## config.mk

```make
export PLATFORM = sky130hd
export DESIGN_NAME = regfile_wb_arbiter_flat
export DESIGN_NICKNAME = d
export VERILOG_FILES = /design/src/rtl/regfile_wb_arbiter_if.sv /design/src/rtl/regfile_wb_arbiter.sv /design/src/flat_wrapper.sv
export SDC_FILE = /design/constraint.sdc
export NUM_CORES = 1
export LEC_CHECK = 0
export CAP_MARGIN = 15
export CORE_UTILIZATION = 50
export DETAILED_ROUTE_END_ITERATION = 12
export PLACE_DENSITY_LB_ADDON = 0.08
export SYNTH_ARGS = -nofsm -noshare
export SYNTH_HDL_FRONTEND = slang
export SYNTH_HIERARCHICAL = 1
export SYNTH_SLANG_ARGS = --single-unit
```

## constraint.sdc

```tcl
create_clock -name clk -period 4.11 [get_ports clk]
set_clock_uncertainty 0.15 [all_clocks]
set_input_delay 0.822 -clock clk [delete_from_list [all_inputs] [get_ports clk]]
set_output_delay 0.822 -clock clk [all_outputs]
set_load 0.01 [all_outputs]
```

## src/rtl/regfile_wb_arbiter_if.sv

```systemverilog
// Writeback request channel: one producer (EX or MEM stage) pushing
// destination-register writes into the arbiter with a valid/ready handshake.
//   valid  producer -> arbiter  request present
//   ready  arbiter  -> producer FIFO can accept this cycle
//   addr   producer -> arbiter  destination register x[addr]
//   data   producer -> arbiter  writeback value
interface regfile_wb_arbiter_if #(
    parameter int XLEN = 32
);
    logic            valid;
    logic            ready;
    logic [4:0]      addr;
    logic [XLEN-1:0] data;

    modport master (output valid, addr, data, input ready);
    modport slave  (input valid, addr, data, output ready);
endinterface

```

## src/rtl/regfile_wb_arbiter.sv

```systemverilog
// Register-file writeback arbiter: two writeback sources (EX results, MEM
// load data) each feed a private FIFO; one FIFO head per cycle is granted onto
// the registered register-file write port.
//
// Ports:
//   clk, arstn      clock / asynchronous active-low reset
//   ex, mem         writeback request channels (slave side)
//   rf_writeEn      registered write enable
//   rf_writeAddr    registered write address (holds when no grant)
//   rf_writeData    registered write data (holds when no grant)
//   pending         bit i set while a write to x[i] is queued or on rf_*
//   idle            both FIFOs empty and rf_writeEn low
//
// Build option: WB_ARB_ROUND_ROBIN_EN selects round-robin grant; without it
// MEM has fixed priority over EX.

// Per-source FIFO with pointer+wrap-bit full/empty and a pending bitmap of
// every queued destination register.
module regfile_wb_fifo #(
    parameter int DEPTH = 2,
    parameter int XLEN  = 32
) (
    input  logic            clk,
    input  logic            arstn,
    input  logic            push,
    input  logic [4:0]      push_addr,
    input  logic [XLEN-1:0] push_data,
    input  logic            pop,
    output logic [4:0]      head_addr,
    output logic [XLEN-1:0] head_data,
    output logic            empty,
    output logic            full,
    output logic [31:0]     pend
);
    localparam int AW = $clog2(DEPTH);

    logic [AW:0]     wr_ptr, rd_ptr;
    logic [AW:0]     cnt;
    logic [4:0]      addr_q [DEPTH];
    logic [XLEN-1:0] data_q [DEPTH];

    assign empty = (wr_ptr == rd_ptr);
    assign full  = (wr_ptr[AW-1:0] == rd_ptr[AW-1:0]) && (wr_ptr[AW] != rd_ptr[AW]);
    assign cnt   = wr_ptr - rd_ptr;

    assign head_addr = addr_q[rd_ptr[AW-1:0]];
    assign head_data = data_q[rd_ptr[AW-1:0]];

    always_ff @(posedge clk or negedge arstn) begin
        if (!arstn) begin
            wr_ptr <= '0;
            rd_ptr <= '0;
        end else begin
            if (push) wr_ptr <= wr_ptr + 1'b1;
            if (pop)  rd_ptr <= rd_ptr + 1'b1;
        end
    end

    // Storage needs no reset: the pointers define which slots are live.
    always_ff @(posedge clk) begin
        if (push) begin
            addr_q[wr_ptr[AW-1:0]] <= push_addr;
            data_q[wr_ptr[AW-1:0]] <= push_data;
        end
    end

    // Slot (rd + j) is live when j < occupancy.
    always_comb begin
        pend = '0;
        for (int j = 0; j < DEPTH; j++) begin
            if ((AW+1)'(j) < cnt)
                pend[addr_q[rd_ptr[AW-1:0] + AW'(j)]] = 1'b1;
        end
    end
endmodule

module regfile_wb_arbiter #(
    parameter int DEPTH = 2,
    parameter int XLEN  = 32
) (
    input  logic                clk,
    input  logic                arstn,
    regfile_wb_arbiter_if.slave ex,
    regfile_wb_arbiter_if.slave mem,
    output logic                rf_writeEn,
    output logic [4:0]          rf_writeAddr,
    output logic [XLEN-1:0]     rf_writeData,
    output logic [31:0]         pending,
    output logic                idle
);
    localparam int NSRC = 2;   // index 0 = EX, 1 = MEM

    logic                      alive;
    logic [NSRC-1:0]           in_valid, in_ready, push, pop, empty, full;
    logic [NSRC-1:0][4:0]      in_addr, head_addr;
    logic [NSRC-1:0][XLEN-1:0] in_data, head_data;
    logic [NSRC-1:0][31:0]     src_pend;
    logic [31:0]               rf_pend;

    assign in_valid = {mem.valid, ex.valid};
    assign in_addr  = {mem.addr,  ex.addr};
    assign in_data  = {mem.data,  ex.data};
    assign ex.ready  = in_ready[0];
    assign mem.ready = in_ready[1];

    // Holds ready low through reset and releases it one edge later, so ready
    // comes purely from flops and never from arstn combinationally.
    always_ff @(posedge clk or negedge arstn) begin
        if (!arstn) alive <= 1'b0;
        else        alive <= 1'b1;
    end

    generate
        for (genvar s = 0; s < NSRC; s++) begin : g_src
            assign in_ready[s] = alive && !full[s];
            // x0 writes complete the handshake but are dropped here.
            assign push[s] = in_valid[s] && in_ready[s] && (in_addr[s] != 5'd0);

            regfile_wb_fifo #(.DEPTH(DEPTH), .XLEN(XLEN)) u_fifo (
                .clk       (clk),
                .arstn     (arstn),
                .push      (push[s]),
                .push_addr (in_addr[s]),
                .push_data (in_data[s]),
                .pop       (pop[s]),
                .head_addr (head_addr[s]),
                .head_data (head_data[s]),
                .empty     (empty[s]),
                .full      (full[s]),
                .pend      (src_pend[s])
            );
        end
    endgenerate

`ifdef WB_ARB_ROUND_ROBIN_EN
    logic last_mem;   // 1 = MEM granted last; reset value makes EX win first

    always_ff @(posedge clk or negedge arstn) begin
        if (!arstn)      last_mem <= 1'b1;
        else if (pop[0]) last_mem <= 1'b0;
        else if (pop[1]) last_mem <= 1'b1;
    end

    always_comb begin
        pop = '0;
        if (!empty[0] && !empty[1]) begin
            if (last_mem) pop[0] = 1'b1;
            else          pop[1] = 1'b1;
        end else if (!empty[0]) begin
            pop[0] = 1'b1;
        end else if (!empty[1]) begin
            pop[1] = 1'b1;
        end
    end
`else
    // MEM always wins; EX drains only when MEM is empty.
    always_comb begin
        pop = '0;
        if (!empty[1])      pop[1] = 1'b1;
        else if (!empty[0]) pop[0] = 1'b1;
    end
`endif

    always_ff @(posedge clk or negedge arstn) begin
        if (!arstn) begin
            rf_writeEn   <= 1'b0;
            rf_writeAddr <= '0;
            rf_writeData <= '0;
        end else if (pop[1]) begin
            rf_writeEn   <= 1'b1;
            rf_writeAddr <= head_addr[1];
            rf_writeData <= head_data[1];
        end else if (pop[0]) begin
            rf_writeEn   <= 1'b1;
            rf_writeAddr <= head_addr[0];
            rf_writeData <= head_data[0];
        end else begin
            rf_writeEn   <= 1'b0;
        end
    end

    always_comb begin
        rf_pend = '0;
        if (rf_writeEn) rf_pend[rf_writeAddr] = 1'b1;
    end

    assign pending = (src_pend[0] | src_pend[1] | rf_pend) & 32'hFFFF_FFFE;
    assign idle    = empty[0] && empty[1] && !rf_writeEn;
endmodule

```

## src/flat_wrapper.sv

```systemverilog
// flat-port wrapper written by rule: the top's interface ports become plain ports
module regfile_wb_arbiter_flat 
#(
    parameter int DEPTH = 2,
    parameter int XLEN  = 32
)
  (clk, arstn, rf_writeEn, rf_writeAddr, rf_writeData, pending, idle, ex_valid, ex_addr, ex_data, ex_ready, mem_valid, mem_addr, mem_data, mem_ready);
  regfile_wb_arbiter_if #(.XLEN(XLEN)) ex_i ();
  regfile_wb_arbiter_if #(.XLEN(XLEN)) mem_i ();
  input  logic clk;
  input  logic arstn;
  output logic rf_writeEn;
  output logic [4:0] rf_writeAddr;
  output logic [XLEN-1:0] rf_writeData;
  output logic [31:0] pending;
  output logic idle;
  input wire logic [$bits(ex_i.valid)-1:0] ex_valid;
  input wire logic [$bits(ex_i.addr)-1:0] ex_addr;
  input wire logic [$bits(ex_i.data)-1:0] ex_data;
  output wire logic [$bits(ex_i.ready)-1:0] ex_ready;
  input wire logic [$bits(mem_i.valid)-1:0] mem_valid;
  input wire logic [$bits(mem_i.addr)-1:0] mem_addr;
  input wire logic [$bits(mem_i.data)-1:0] mem_data;
  output wire logic [$bits(mem_i.ready)-1:0] mem_ready;
  assign ex_i.valid = ex_valid;
  assign ex_i.addr = ex_addr;
  assign ex_i.data = ex_data;
  assign ex_ready = ex_i.ready;
  assign mem_i.valid = mem_valid;
  assign mem_i.addr = mem_addr;
  assign mem_i.data = mem_data;
  assign mem_ready = mem_i.ready;
  regfile_wb_arbiter #(.DEPTH(DEPTH), .XLEN(XLEN)) u_core (.clk(clk), .arstn(arstn), .ex(ex_i), .mem(mem_i), .rf_writeEn(rf_writeEn), .rf_writeAddr(rf_writeAddr), .rf_writeData(rf_writeData), .pending(pending), .idle(idle));
endmodule
```

==> metrics.yaml, run 1 <==
cts:
  insertion_delay_ps: 430
  path_clk_slew_ps: 70
  cts_inserted_buffers: 17
  cts_root_buffer: "clkbuf_16"
  cts_tree: "done"
  ctsLongestPathBuffers: 2
  cts-htree-levels: 4
  cts_sinks: 195
  ctsHoldBuffers: 0
floorplanning:
  fp.dieH_um: 137
  core_region_area_um2: 17500
  num_rows: 48
  die_area_um2: 18700
  die_w_um: 137
  ios: 151
  initial_core_util: 0.518
synth:
  syn_inst: 660
  syn_avg_cell_area_um2: 13.7
  syn_nets: 740
  yosys_warnings: 6
  syn_area_um2: 9060
critical_path:
  cp_num_buf_inv: 2
  worst_ep_arrival_time_ps: 3060
  crit_slowest_cell: "o21ai_0"
  startpoint_type: "flop"
  reg2reg_slack_ps: 1070
  critPathCapture: "pending[16]"
  cp.required_ps: 3140
  cp_top_family: "compound AO/OA/AOI/OAI gates"
  max_stage_delay_ps: 720
  rr_worst_depth: 5
  r2r_start: "u_core/g_src[0].u_fifo/rd_ptr[0]"
  worst-path-max-fanout: 20
  crit_cells: 6
  critPathLaunch: "u_core/g_src[1].u_fifo/rd_ptr[0]"
  critPathKind: "flop to primary output"
  timing.rr.end: "u_core/g_src[0].u_fifo/data_q[1][26]"
  crit_path_cell_trace: "buf_4 > nor3b_1 > o21ai_0 > o22ai_1 > a211o_1 > clkdlybuf4s50_1"
  crit_path_end_kind: "primary output"
route:
  route.detailed.drc: 0
  first_iter_violations: 538
  routed_via_density: 6.10
  wire_per_inst_um: 23.0
  drt-pass1-iter-count: 5
  drt.antenna.violating_nets: 0
  wirelength_um: 24200
  vias: 6423
placement:
  hpwl_um: 16800
  io_buffers: 149
  gp_congestion: 0.995
  dp_slack_ps: 416
  placedCellCount: 1014
pwr:
  p_leak_nw: 4.12
  netSwitchingPower_mw: 3.86
  finalPower_mw: 9.53
  combinationalPowerShare: 0.512
  cellPowerDensity_nw_per_um2: 828
  p_clk_frac: 0.176
  sw_frac_of_total: 0.405
  ir_drop_v: 0.000715
  p_int_mw: 5.67
  pwr-share-seq: 0.312
sta:
  finalHoldViolCount: 0
  drv_slew: 0
  holdWs_ps: 369
  setup_viol: 0
  fin_crit_ps: 4030
  fin_crit_sh: 0.980
  layout_setup_ws_ps: 80.9
  max-slew-margin-rel: 0.265
  timing.fmax_mhz: 248
  tightest_slew_ps: 1100
global_routing:
  grt_pass1_wl_um: 36400
  grt_pass1_vias: 6479
  antenna_found_initial: 0
  grt_overflow: 0
  grt_max_degree: 76
  grt_usage: 0.271
final_layout:
  antennaDiodeCount: 0
  nFillCells: 1271
  multi_input_area_um2: 3300
  drive_above_1_share: 0.187
  final_nets: 895
  seq_area_um2: 5630
  synthToLayoutAreaGrowth_pct: 27.1
  fin_cells: 1053
  post-route-util: 0.658
job:
  cap_violations: 0
min_path:
  hold_path.class: "flop to flop"
outcome:
  status: "finished, final reports clean"
[state kept, by name (all words and copies together), names as in the netlist]
name                        flops
u_core/g_src.u_fifo/data_q    128
u_core/rf_writeEn               1
u_core/g_src.u_fifo/rd_ptr      4
u_core/g_src.u_fifo/wr_ptr      4
u_core/alive                    1
u_core/rf_writeAddr             5
u_core/g_src.u_fifo/addr_q     20
u_core/rf_writeData            32
[power by group through the flow]
| stage | Clock (mW) | Combinational, mW | Sequential, mW |
|---|---|---|---|
| 2_1_floorplan | 0 | 3.01 | 2.97 |
| 3_3_place_gp | 0 | 4.59 | 3.00 |
| 3_5_place_dp | 0 | 4.66 | 3.03 |
| 4_1_cts | 1.70 | 4.70 | 2.99 |
| 5_1_grt | 1.78 | 5.21 | 3.02 |
| 6_report | 1.68 | 4.88 | 2.97 |
[worst min path at each step]
stage,startpoint,endpoint,slack (ps),cells after the start
floorplan,u_core/g_src[0].u_fifo/wr_ptr[0],u_core/g_src[0].u_fifo/wr_ptr[0],330,1
global placement,u_core/g_src[0].u_fifo/wr_ptr[1],u_core/g_src[0].u_fifo/wr_ptr[1],350,1
detailed placement,u_core/g_src[0].u_fifo/wr_ptr[1],u_core/g_src[0].u_fifo/wr_ptr[1],370,1
CTS,u_core/g_src[0].u_fifo/wr_ptr[1],u_core/g_src[0].u_fifo/wr_ptr[1],370,1
global route,u_core/g_src[1].u_fifo/wr_ptr[1],u_core/g_src[1].u_fifo/wr_ptr[1],400,1
finish,u_core/g_src[0].u_fifo/wr_ptr[1],u_core/g_src[0].u_fifo/wr_ptr[1],370,1
[metal layers]
metal / vias to the layer above / wire [um] / share of wire / track usage
li1: 2875 / - / - / -
met2: 317 / 11800 / 0.49 / 0.448
met4: 0 / 942 / 0.039 / 0.128
met1: 3173 / 9820 / 0.41 / 0.341
met5: - / 0 / 0 / 0
met3: 58 / 1610 / 0.066 / 0.0559
[per-stage QoR]
| step | instance area, um2 | setup TNS (ps) |
|---|---|---|
| final | 11500 | 0 |
| after global routing | 11500 | -3.25 |
| after CTS | 11400 | -400 |
| after global placement | 10700 | 0 |
| after detailed placement | 10800 | 0 |
| after floorplan | 9060 | 0 |
[worst reg2reg max path: stages (launching register included)]
cell	delay (ps)
dfrtp_4	530
ha_1	310
and2_1	150
nor2b_1	280
o211a_1	310
and2_2	920
[timing repair]
action / in CTS / in global routing
pin swaps: 0 / 3
gates cloned: 0 / 0
buffers inserted: 0 / 6
resized for setup: 2 / 12
setup endpoints to repair: 14 / 31
[final cells by class]
type | count | share of cell area
well taps | 225 | 0.0245
clock inverters | 13 | 0.0150
clock buffers | 19 | 0.0376
repair buffers | 165 | 0.142
flip-flops and latches | 195 | 0.489
multi-input cells | 421 | 0.287
inverters | 15 | 0.00489
[cells in the final DEF (no fill, tap or decap), types with 6 or more instances in the layout]
master           count
o21ai_0             28
o22ai_1             62
edfxtp_1           148
mux2i_2              6
mux2i_1             47
clkdlybuf4s50_1    148
nor2_1              55
buf_4               13
dfrtp_1             45
nand3_2              7
o211ai_4             7
a21oi_1             37
a211o_1             15
xor2_1               8
nor3b_1              7
nand3_1             18
clkbuf_16           17
and3b_1              8
inv_1               13
mux2_2              70
(Power assumes the default switching activity.)
==> inputs of run 2 (changes only) <==
GPL_ROUTABILITY_DRIVEN = 0   (was default)
==> run 2 against run 1 <==
Clock power about the same. Hold slack got worse by 150 ps. Via count decreased by 1.7%. Critical path depth increased by 1. Final cell count decreased by 0.66%. Largest cell class unchanged. Critical endpoint is now pending[23]. Core utilization decreased by 0.50 points. Highest routed layer unchanged. Largest power group unchanged. Routed wire length decreased by 8.6%. Design area decreased by 0.76%. Global-route usage decreased by 2.3 points.
==> metrics.yaml, run 2 (synthesis gave the netlist of run 1 again) <==
outcome:
  status: "finished, final reports clean"
route:
  first_iter_violations: 582  # +8.2%
  route.detailed.drc: 0  # unchanged
  wire_per_inst_um: 21.2  # -8.0%
  drt.antenna.violating_nets: 0  # unchanged
  vias: 6317  # -1.7%
  routed_via_density: 6.04  # -0.99%
  wirelength_um: 22100  # -8.6%
  drt-pass1-iter-count: 7  # +2
critical_path:
  cp_num_buf_inv: 2  # unchanged
  cp.required_ps: 3140  # about the same
  cp_top_family: "buffers and inverters"
  critPathKind: "flop to primary output"
  reg2reg_slack_ps: 1000  # -70 ps
  crit_path_end_kind: "primary output"
  crit_slowest_cell: "clkdlybuf4s50_1"
  max_stage_delay_ps: 580  # -140 ps
  crit_path_cell_trace: "buf_4 > mux2i_1 > nand3_1 > o22ai_1 > nor2_1 > o21ai_0 > clkdlybuf4s50_1"
  worst_ep_arrival_time_ps: 3110  # +50 ps
  worst-path-max-fanout: 18  # -10%
  startpoint_type: "flop"
  crit_cells: 7  # +1
  rr_worst_depth: 6  # +1
global_routing:
  grt_pass1_vias: 6343  # -2.1%
  grt_pass1_wl_um: 34300  # -5.8%
  grt_max_degree: 76  # unchanged
  grt_usage: 0.248  # -0.0231
  antenna_found_initial: 0  # unchanged
  grt_overflow: 0  # unchanged
pwr:
  p_int_mw: 5.65  # -0.39%
  p_leak_nw: 4.10  # -0.63%
  netSwitchingPower_mw: 3.66  # -5.1%
  pwr-share-seq: 0.324  # +0.012
  ir_drop_v: 0.000506  # -29%
  sw_frac_of_total: 0.393  # -0.0116
  finalPower_mw: 9.31  # -2.3%
  p_clk_frac: 0.177  # about the same
  cellPowerDensity_nw_per_um2: 816  # -1.5%
  combinationalPowerShare: 0.499  # -0.013
min_path:
  hold_path.class: "primary input to async pin"
final_layout:
  drive_above_1_share: 0.177  # -0.0106
  fin_cells: 1046  # -0.66%
  nFillCells: 1266  # -0.39%
  post-route-util: 0.653  # -0.00501
  mostFrequentLayoutCells: "clkdlybuf4s50_1, edfxtp_1, mux2_2"
  multi_input_area_um2: 3300  # -0.19%
  synthToLayoutAreaGrowth_pct: 26.1
  antennaDiodeCount: 0  # unchanged
  largest_register_ffs: 128  # unchanged
  final_area_um2: 11400  # -0.76%
  final_nets: 888  # -0.78%
  seq_area_um2: 5630  # about the same
cts:
  cts_tree: "done"
  ctsLongestPathBuffers: 2  # unchanged
  cts-htree-levels: 4  # unchanged
  cts_setup_buffers: 0  # unchanged
  cts_inserted_buffers: 17  # unchanged
  cts_sinks: 195  # unchanged
  cts_root_buffer: "clkbuf_16"
  insertion_delay_ps: 420  # about the same
  path_clk_slew_ps: 70  # about the same
placement:
  io_buffers: 149  # unchanged
  placedCellCount: 1013  # -0.099%
  place_area_um2: 10700  # -0.19%
  hpwl_um: 14600  # -13%
  dp_slack_ps: 440  # +24.0 ps
floorplanning:
  die_area_um2: 18700  # unchanged
  fp.dieH_um: 137  # unchanged
  ios: 151  # unchanged
  core_region_area_um2: 17500  # unchanged
  initial_core_util: 0.518  # unchanged
  die_w_um: 137  # unchanged
  num_rows: 48  # unchanged
job:
  cap_violations: 0  # unchanged
sta:
  drv_slew: 0  # unchanged
  fin_crit_sh: 0.993  # +0.0131
  grt_setup_unrepaired: "true"
  finalHoldViolCount: 0  # unchanged
  holdWs_ps: 216  # -152 ps
  timing.fmax_mhz: 245  # -1.3%
  layout_setup_ws_ps: 27.3  # -53.6 ps
  fin_crit_ps: 4080  # +53.6 ps
  fin_tns_setup_ps: 0  # unchanged
  max-slew-margin-rel: 0.254  # -0.0119
  tightest_slew_ps: 1120  # +17.8 ps
  setup_viol: 0  # unchanged
[run 2: changes by cell type in the layout (fill, tap and decap cells not counted), sizes merged]
| cell | change |
|---|---|
| buf | -7 |
| bufinv | +1 |
| clkbuf | -1 |
| clkinv | +5 |
| clkinvlp | -2 |
| inv | -3 |
[run 2: worst paths after layout]
path	start	end
max	u_core/g_src[0].u_fifo/rd_ptr[0]	pending[23]
min	arstn	u_core/rf_writeData[28]
max reg2reg	u_core/g_src[0].u_fifo/rd_ptr[0]	u_core/g_src[0].u_fifo/data_q[0][30]
min reg2reg	u_core/g_src[0].u_fifo/wr_ptr[1]	u_core/g_src[0].u_fifo/wr_ptr[1]
max in group asynchronous	arstn	u_core/g_src[1].u_fifo/rd_ptr[0]
min in group clk	u_core/g_src[0].u_fifo/wr_ptr[1]	u_core/g_src[0].u_fifo/wr_ptr[1]
[run 2: final cells by class]
type,count,area share
tap,225,0.0247
clock buffer,18,0.0376
sequential,195,0.493
timing repair buffer,158,0.137
multi-input combinational,421,0.289
clock inverter,14,0.0141
inverter,15,0.00493
[run 2: timing repair]
item	in CTS	in global routing
hold buffers	0	0
pin swaps	0	1
resized for setup	1	11
endpoints found under the hold margin	0	0
endpoints found under the setup margin	9	29
[run 2: per-layer routing]
layer  vias to the layer above  global-route usage  wire [um]
li1                       2852                   -          -
met1                      3084               0.305       8840
met2                       317               0.423      11000
met3                        64              0.0630       1640
met4                         0              0.0840        599
met5                         -                   0          0
[run 2: worst register-to-register path: cells and delay by family (launching register included)]
kind	cells	cell delay, ps
buf+inv	1	380
simple gates	3	1080
fa+ha+maj	1	330
flops	1	580
compound gates	1	270
[run 2: power by group through the flow]
stage	Clock [mW]	Combinational, mW	Sequential [mW]
after detailed placement	0	4.46	3.05
after global routing	1.76	4.97	3.07
after CTS	1.68	4.50	3.02
after floorplan	0	3.01	2.97
final	1.65	4.65	3.02
after global placement	0	4.36	3.02
